$ cat src/rtl/alu_issue.sv
// alu_issue: issue/writeback front end for the 64-bit integer ALU.
// Accepts one RV64I OP/OP-IMM instruction per handshake. Operands come from
// an internal 32x64 register file. The ALU's registered result is written
// back one cycle after issue. Throughput is one instruction every three cycles.
module alu_issue (
    input  logic        CLK,
    input  logic        RST_N,
    input  logic        inst_valid,
    input  logic [31:0] inst,
    output logic        inst_ready,
    output logic        alu_imm,
    output logic [63:0] alu_op1,
    output logic [63:0] alu_op2,
    output logic [2:0]  alu_funct3,
    output logic [6:0]  alu_funct7,
    input  logic [63:0] alu_res,
    output logic        wb_valid,
    output logic [4:0]  wb_rd,
    output logic [63:0] wb_data,
    output logic        illegal,
    input  logic [4:0]  dbg_raddr,
    output logic [63:0] dbg_rdata
);

    localparam logic [6:0] OPC_OP_IMM = 7'b0010011;
    localparam logic [6:0] OPC_OP     = 7'b0110011;

    typedef enum logic [1:0] {
        S_IDLE  = 2'd0,
        S_ISSUE = 2'd1,
        S_WB    = 2'd2
    } state_t;

    state_t      state_reg;
    logic [31:0] inst_q_reg;
    logic        wb_valid_reg;
    logic [4:0]  wb_rd_reg;
    logic [63:0] wb_data_reg;

    // Entry 0 is never written, so it always reads as zero.
    logic [63:0] regs_reg [32];

    // Decode fields of the latched instruction.
    logic [6:0] opcode;
    logic [4:0] rd;
    logic [2:0] funct3;
    logic [4:0] rs1;
    logic [4:0] rs2;
    logic [6:0] funct7;
    logic       is_op;
    logic       is_op_imm;
    logic       legal;
    logic       rf_we;

    assign opcode    = inst_q_reg[6:0];
    assign rd        = inst_q_reg[11:7];
    assign funct3    = inst_q_reg[14:12];
    assign rs1       = inst_q_reg[19:15];
    assign rs2       = inst_q_reg[24:20];
    assign funct7    = inst_q_reg[31:25];
    assign is_op     = (opcode == OPC_OP);
    assign is_op_imm = (opcode == OPC_OP_IMM);

    // Legality check: only the ALU's implemented ops, with well-formed funct7/shamt.
    always_comb begin
        legal = 1'b0;
        if (funct3 == 3'b110 || funct3 == 3'b111) begin
            legal = 1'b0;
        end else if (is_op) begin
            legal = (funct7 == 7'b0000000) ||
                    (funct7 == 7'b0100000 && (funct3 == 3'b000 || funct3 == 3'b101));
        end else if (is_op_imm) begin
            case (funct3)
                3'b001:  legal = (inst_q_reg[31:26] == 6'b000000);
                3'b101:  legal = (inst_q_reg[31:26] == 6'b000000) ||
                                 (inst_q_reg[31:26] == 6'b010000);
                default: legal = 1'b1;
            endcase
        end
    end

    // ALU operand/function drive, only while in ISSUE; zero otherwise.
    always_comb begin
        alu_imm    = 1'b0;
        alu_op1    = '0;
        alu_op2    = '0;
        alu_funct3 = '0;
        alu_funct7 = '0;
        if (state_reg == S_ISSUE) begin
            alu_op1    = regs_reg[rs1];
            alu_funct3 = funct3;
            if (is_op_imm) begin
                alu_imm    = 1'b1;
                alu_op2    = {{52{inst_q_reg[31]}}, inst_q_reg[31:20]};
                // Bit 25 is shamt[5] for 64-bit shifts; mask it so SRAI still
                // presents a clean 0100000 to the ALU's funct7 match.
                alu_funct7 = {inst_q_reg[31:26], 1'b0};
            end else begin
                alu_op2    = regs_reg[rs2];
                alu_funct7 = funct7;
            end
        end
    end

    assign inst_ready = (state_reg == S_IDLE);
    assign illegal    = (state_reg == S_ISSUE) && !legal;
    assign wb_valid   = wb_valid_reg;
    assign wb_rd      = wb_rd_reg;
    // alu_res is live only during WB; afterwards the captured copy is held.
    assign wb_data    = wb_valid_reg ? alu_res : wb_data_reg;
    assign dbg_rdata  = regs_reg[dbg_raddr];
    assign rf_we      = (state_reg == S_WB) && (wb_rd_reg != 5'd0);

    // Issue/writeback sequencer with its registered writeback outputs.
    always_ff @(posedge CLK or negedge RST_N) begin
        if (!RST_N) begin
            state_reg    <= S_IDLE;
            inst_q_reg   <= '0;
            wb_valid_reg <= 1'b0;
            wb_rd_reg    <= '0;
            wb_data_reg  <= '0;
        end else begin
            case (state_reg)
                S_IDLE: begin
                    if (inst_valid) begin
                        inst_q_reg <= inst;
                        state_reg  <= S_ISSUE;
                    end
                end
                S_ISSUE: begin
                    if (legal) begin
                        wb_valid_reg <= 1'b1;
                        wb_rd_reg    <= rd;
                        state_reg    <= S_WB;
                    end else begin
                        state_reg    <= S_IDLE;
                    end
                end
                S_WB: begin
                    wb_valid_reg <= 1'b0;
                    wb_data_reg  <= alu_res;
                    state_reg    <= S_IDLE;
                end
                default: begin
                    wb_valid_reg <= 1'b0;
                    state_reg    <= S_IDLE;
                end
            endcase
        end
    end

    // Register file: cleared on reset, written with the ALU result at the end of WB.
    always_ff @(posedge CLK or negedge RST_N) begin
        if (!RST_N) begin
            for (int i = 0; i < 32; i++) begin
                regs_reg[i] <= '0;
            end
        end else if (rf_we) begin
            regs_reg[wb_rd_reg] <= alu_res;
        end
    end

endmodule

$ cat config.mk
export PLATFORM = sky130hd
export DESIGN_NAME = alu_issue
export DESIGN_NICKNAME = d
export VERILOG_FILES = /design/src/rtl/alu_issue.sv
export SDC_FILE = /design/constraint.sdc
export NUM_CORES = 2
export LEC_CHECK = 0
export BUFFER_PORTS_ARGS = -buffer_cell sky130_fd_sc_hd__buf_2
export CORE_UTILIZATION = 45
export DETAILED_ROUTE_END_ITERATION = 16
export PLACE_DENSITY_LB_ADDON = 0.05
export SLEW_MARGIN = 20
export SYNTH_ARGS = -nofsm -noshare
export SYNTH_HDL_FRONTEND = slang
export SYNTH_SLANG_ARGS = --single-unit
$ cat constraint.sdc
create_clock -name CLK -period 3.3 [get_ports CLK]
set_clock_uncertainty 0.15 [all_clocks]
set_input_delay 0.495 -clock CLK [delete_from_list [all_inputs] [get_ports CLK]]
set_output_delay 0.495 -clock CLK [all_outputs]
set_load 0.05 [all_outputs]
==> flow_summary.json <==
{
  "ctsLongestPathBuffers": 4,
  "design.final.nets": 9509,
  "grt_setup_unrepaired": "true",
  "drt-wirelength-per-cell_um": 39.4,
  "cts_inserted_buffers": 262,
  "worst-r2r-setup-slack_ps": 30,
  "fin_ws_ps": -876,
  "die-area_mm2": 0.289,
  "largest_net_degree_at_the_start_of_global_routing": 177,
  "syn-instance-count": 8478,
  "cts_tree": "built",
  "worst_r2r_path_depth": 6,
  "hp-class": "input port to register",
  "dr.pass1.iters": 6,
  "total_power_mw": 80.4,
  "end_kind": "primary output",
  "ir_drop_worst_case_vdd_mv": 0.447,
  "combinational_family_with_the_most_area_after_synthesis": "multiplexers",
  "flow.area_growth_from_synthesis_pct": 25.0,
  "synth_top_cells_by_area": "dfrtp_1 42%, mux4_2 29%, mux2_2 11%, mux2_1 7.8%, mux2i_1 1.9%",
  "die_height_um": 538,
  "wirelength_um": 527000,
  "synth_top_flop_cell": "dfrtp_1",
  "holdWs_ps": 26.5,
  "syn_avg_cell_area_um2": 15.2,
  "max_reg_flops": 2048,
  "powerDensity_mw_per_mm2": 499,
  "final_layout_size_suffix_gt1_share_pct": 54.8,
  "worst_slew_margin_rel_pct": 33.7,
  "cap_viol_max_count": 0,
  "floorplan.initialDensity_pct": 45.3,
  "drv_slew": 0,
  "synth_adder_area_share_pct": 0,
  "synthesis.nets": 8582,
  "status": "complete, but fails checks",
  "gp_congestion": 0.876,
  "seq_area_mm2": 0.0539,
  "utilization_pct": 56.6,
  "dpl_worst_slack_ps": -239,
  "first_global_vias": 93115,
  "dieWidth_um": 538,
  "core.rowCount": 196,
  "clockRootBuffer": "clkbuf_16",
  "number_of_warnings_printed_during_yosys_synthesis": 0,
  "timing_worst_setup_path_type": "register to primary output",
  "yosys.area_share.simple_pct": 2.34,
  "synth_xor_area_share_pct": 0,
  "p_leak_nw": 68.5,
  "setup_viol_count_final": 192,
  "async_flop_share_pct": 100,
  "grt_use_total_pct": 36.1,
  "filler_cell_count": 22521,
  "finalHoldViolations": 0,
  "cp_max_fo": 6,
  "synth.ff_latch_count": 2152,
  "ioPinCount": 379,
  "initialDrtViolationCount": 9677,
  "antenna_violating_nets_post_route": 0,
  "synth_top_cell_area_share_pct": 41.7,
  "place.port_buffers": 378,
  "multi_input_area_mm2": 0.0731,
  "finalNonFillerCells": 13370,
  "fin_crit_sh_pct": 127,
  "synth_compound_area_share_pct": 3.07,
  "worstHoldEndpoint": "wb_data_reg[23]$_DFFE_PN0P_",
  "globalRoute.totalOverflow": 0,
  "dpl.cell_count": 12395,
  "synth_enable_flop_cells": 0,
  "synth_area_mm2": 0.129,
  "r2r_start": "wb_rd[3]$_DFFE_PN0P_",
  "sequential_fraction_of_the_synthesis_area_pct": 41.7,
  "fin_crit_ps": 4180,
  "cp.arrival_ps": 3530,
  "route.detailed.drc": 0,
  "fp.coreArea_mm2": 0.285,
  "r2r-end": "regs_reg[1482]$_DFFE_PN0P_",
  "holdPathStages": 4,
  "netlist-cell-type-count": 52,
  "worstHoldStart": "alu_res[23]",
  "critPathRequiredTime_ps": 2650,
  "timing.fmax_ghz": 0.239,
  "synth_top_cell_by_area": "dfrtp_1",
  "grt_antenna_before_repair": 21,
  "post_synth_mux_area_share_pct": 49.6,
  "detailedPlacementHpwl_um": 320000,
  "violations": "setup timing",
  "detailed_route_vias_per_instance": 6.92,
  "clock_latency_ps": 900,
  "cts.htree.levels": 5,
  "wire_length_of_the_first_global_routing_pass_um": 739000,
  "worst_setup_hold_path_clk_slew_ps": 50,
  "start_kind": "register",
  "detailroute.via_count": 92578,
  "worst_pin_slew_ps": 995,
  "tritoncts_num_sinks": 2152
}
[placed cells by master (no fill, tap or decap), types with 33 or more instances in the layout]
| cell | count |
|---|---|
| a22o_4 | 34 |
| buf_6 | 214 |
| nor2b_1 | 39 |
| clkinv_2 | 33 |
| dfrtp_1 | 2133 |
| buf_16 | 72 |
| nand4_1 | 51 |
| a22oi_2 | 85 |
| buf_4 | 605 |
| buf_2 | 187 |
| o31a_1 | 48 |
| mux2i_1 | 243 |
| mux2_2 | 1189 |
| nand2_1 | 443 |
| mux4_2 | 1654 |
| a21oi_2 | 39 |
| a21oi_1 | 113 |
| dlygate4sd3_1 | 95 |
| mux2_4 | 66 |
| a22oi_1 | 38 |
| clkbuf_16 | 294 |
| clkbuf_1 | 57 |
| clkbuf_8 | 56 |
| buf_8 | 68 |
| mux2_1 | 898 |
| buf_12 | 406 |
[metal layers]
layer / up-vias / share of wire [%] / global-route usage [%]
li1: 35581 / - / -
met1: 50358 / 40 / 49.9
met2: 5365 / 45 / 54.6
met3: 1252 / 9.4 / 8.12
met4: 22 / 5.2 / 16.3
met5: - / 0.042 / 0
[where the power goes]
group          switching, mW  internal [mW]  leakage [nW]
Combinational           11.8           10.4          36.7
Sequential             0.864           27.2          27.4
Clock                   12.2           18.1          4.32
[cells in the mapped netlist (8+ instances only)]
master,instances
nand2_1,489
clkbuf_1,629
mux4_2,1654
mux2i_1,250
a21oi_1,153
buf_2,276
nor2_4,8
nor2b_1,49
a211oi_1,41
nor2_1,24
o221ai_1,50
mux2_1,898
buf_1,89
dfrtp_1,2152
o31a_1,53
a22o_1,64
nand4_1,51
o21ai_0,66
a22oi_1,123
buf_4,16
mux2_2,1255
and2_1,14
nand3_1,16
[worst max-delay path by stage]
stage	start	to	slack, ps	depth (start not counted)
global placement	dbg_raddr[0]	dbg_rdata[59]	-220	7
detailed placement	dbg_raddr[0]	dbg_rdata[63]	-240	7
floorplan	dbg_raddr[0]	dbg_rdata[10]	50	5
finish	inst_q_reg[15]$_DFFE_PN0P_	alu_op1[26]	-880	8
global route	inst_q_reg[15]$_DFFE_PN0P_	alu_op1[26]	-900	8
CTS	inst_q_reg[15]$_DFFE_PN0P_	alu_op1[6]	-900	7
[metrics by stage]
step | area, um2 | setup TNS [ps]
finish | 161000 | -103160
global route | 161000 | -110450
CTS | 158000 | -118110
detailed placement | 142000 | -9370
global placement | 142000 | -8900
floorplan | 129000 | 0
[worst max-delay path, cell delays in order, from the launching register on]
cell and delay (ps):
dfrtp_4 480, buf_12 160, buf_16 160, buf_16 170, buf_16 150, mux4_2 500, mux4_2 550, a22o_1 260
buf_6 160
[logic make-up (layout without fill, tap and decap cells)]
family,after synthesis,count (layout)
AO/OA/AOI/OAI,571,571
buffers and inverters,1018,2140
flip-flops,2152,2152
multiplexers,4057,4057
other,0,8
AND/OR/NAND/NOR,680,680
[layout make-up]
type	count	share of cell area (%)
clock buffer	384	4.82
antenna	8	0.0124
clock inverter	75	0.621
timing repair buffer	1677	12.9
sequential	2152	33.4
multi-input combinational	5308	45.3
inverter	4	0.0171
tap	3762	2.92
[what timing repair did]
action,in CTS,in global routing
resized for setup,664,570
buffers inserted,205,183
pin swaps,174,188
gates cloned,44,24
hold endpoints to repair,886,0
hold buffers,95,0
endpoints found under the setup margin,222,221
Power figures use the tool's default switching activity.
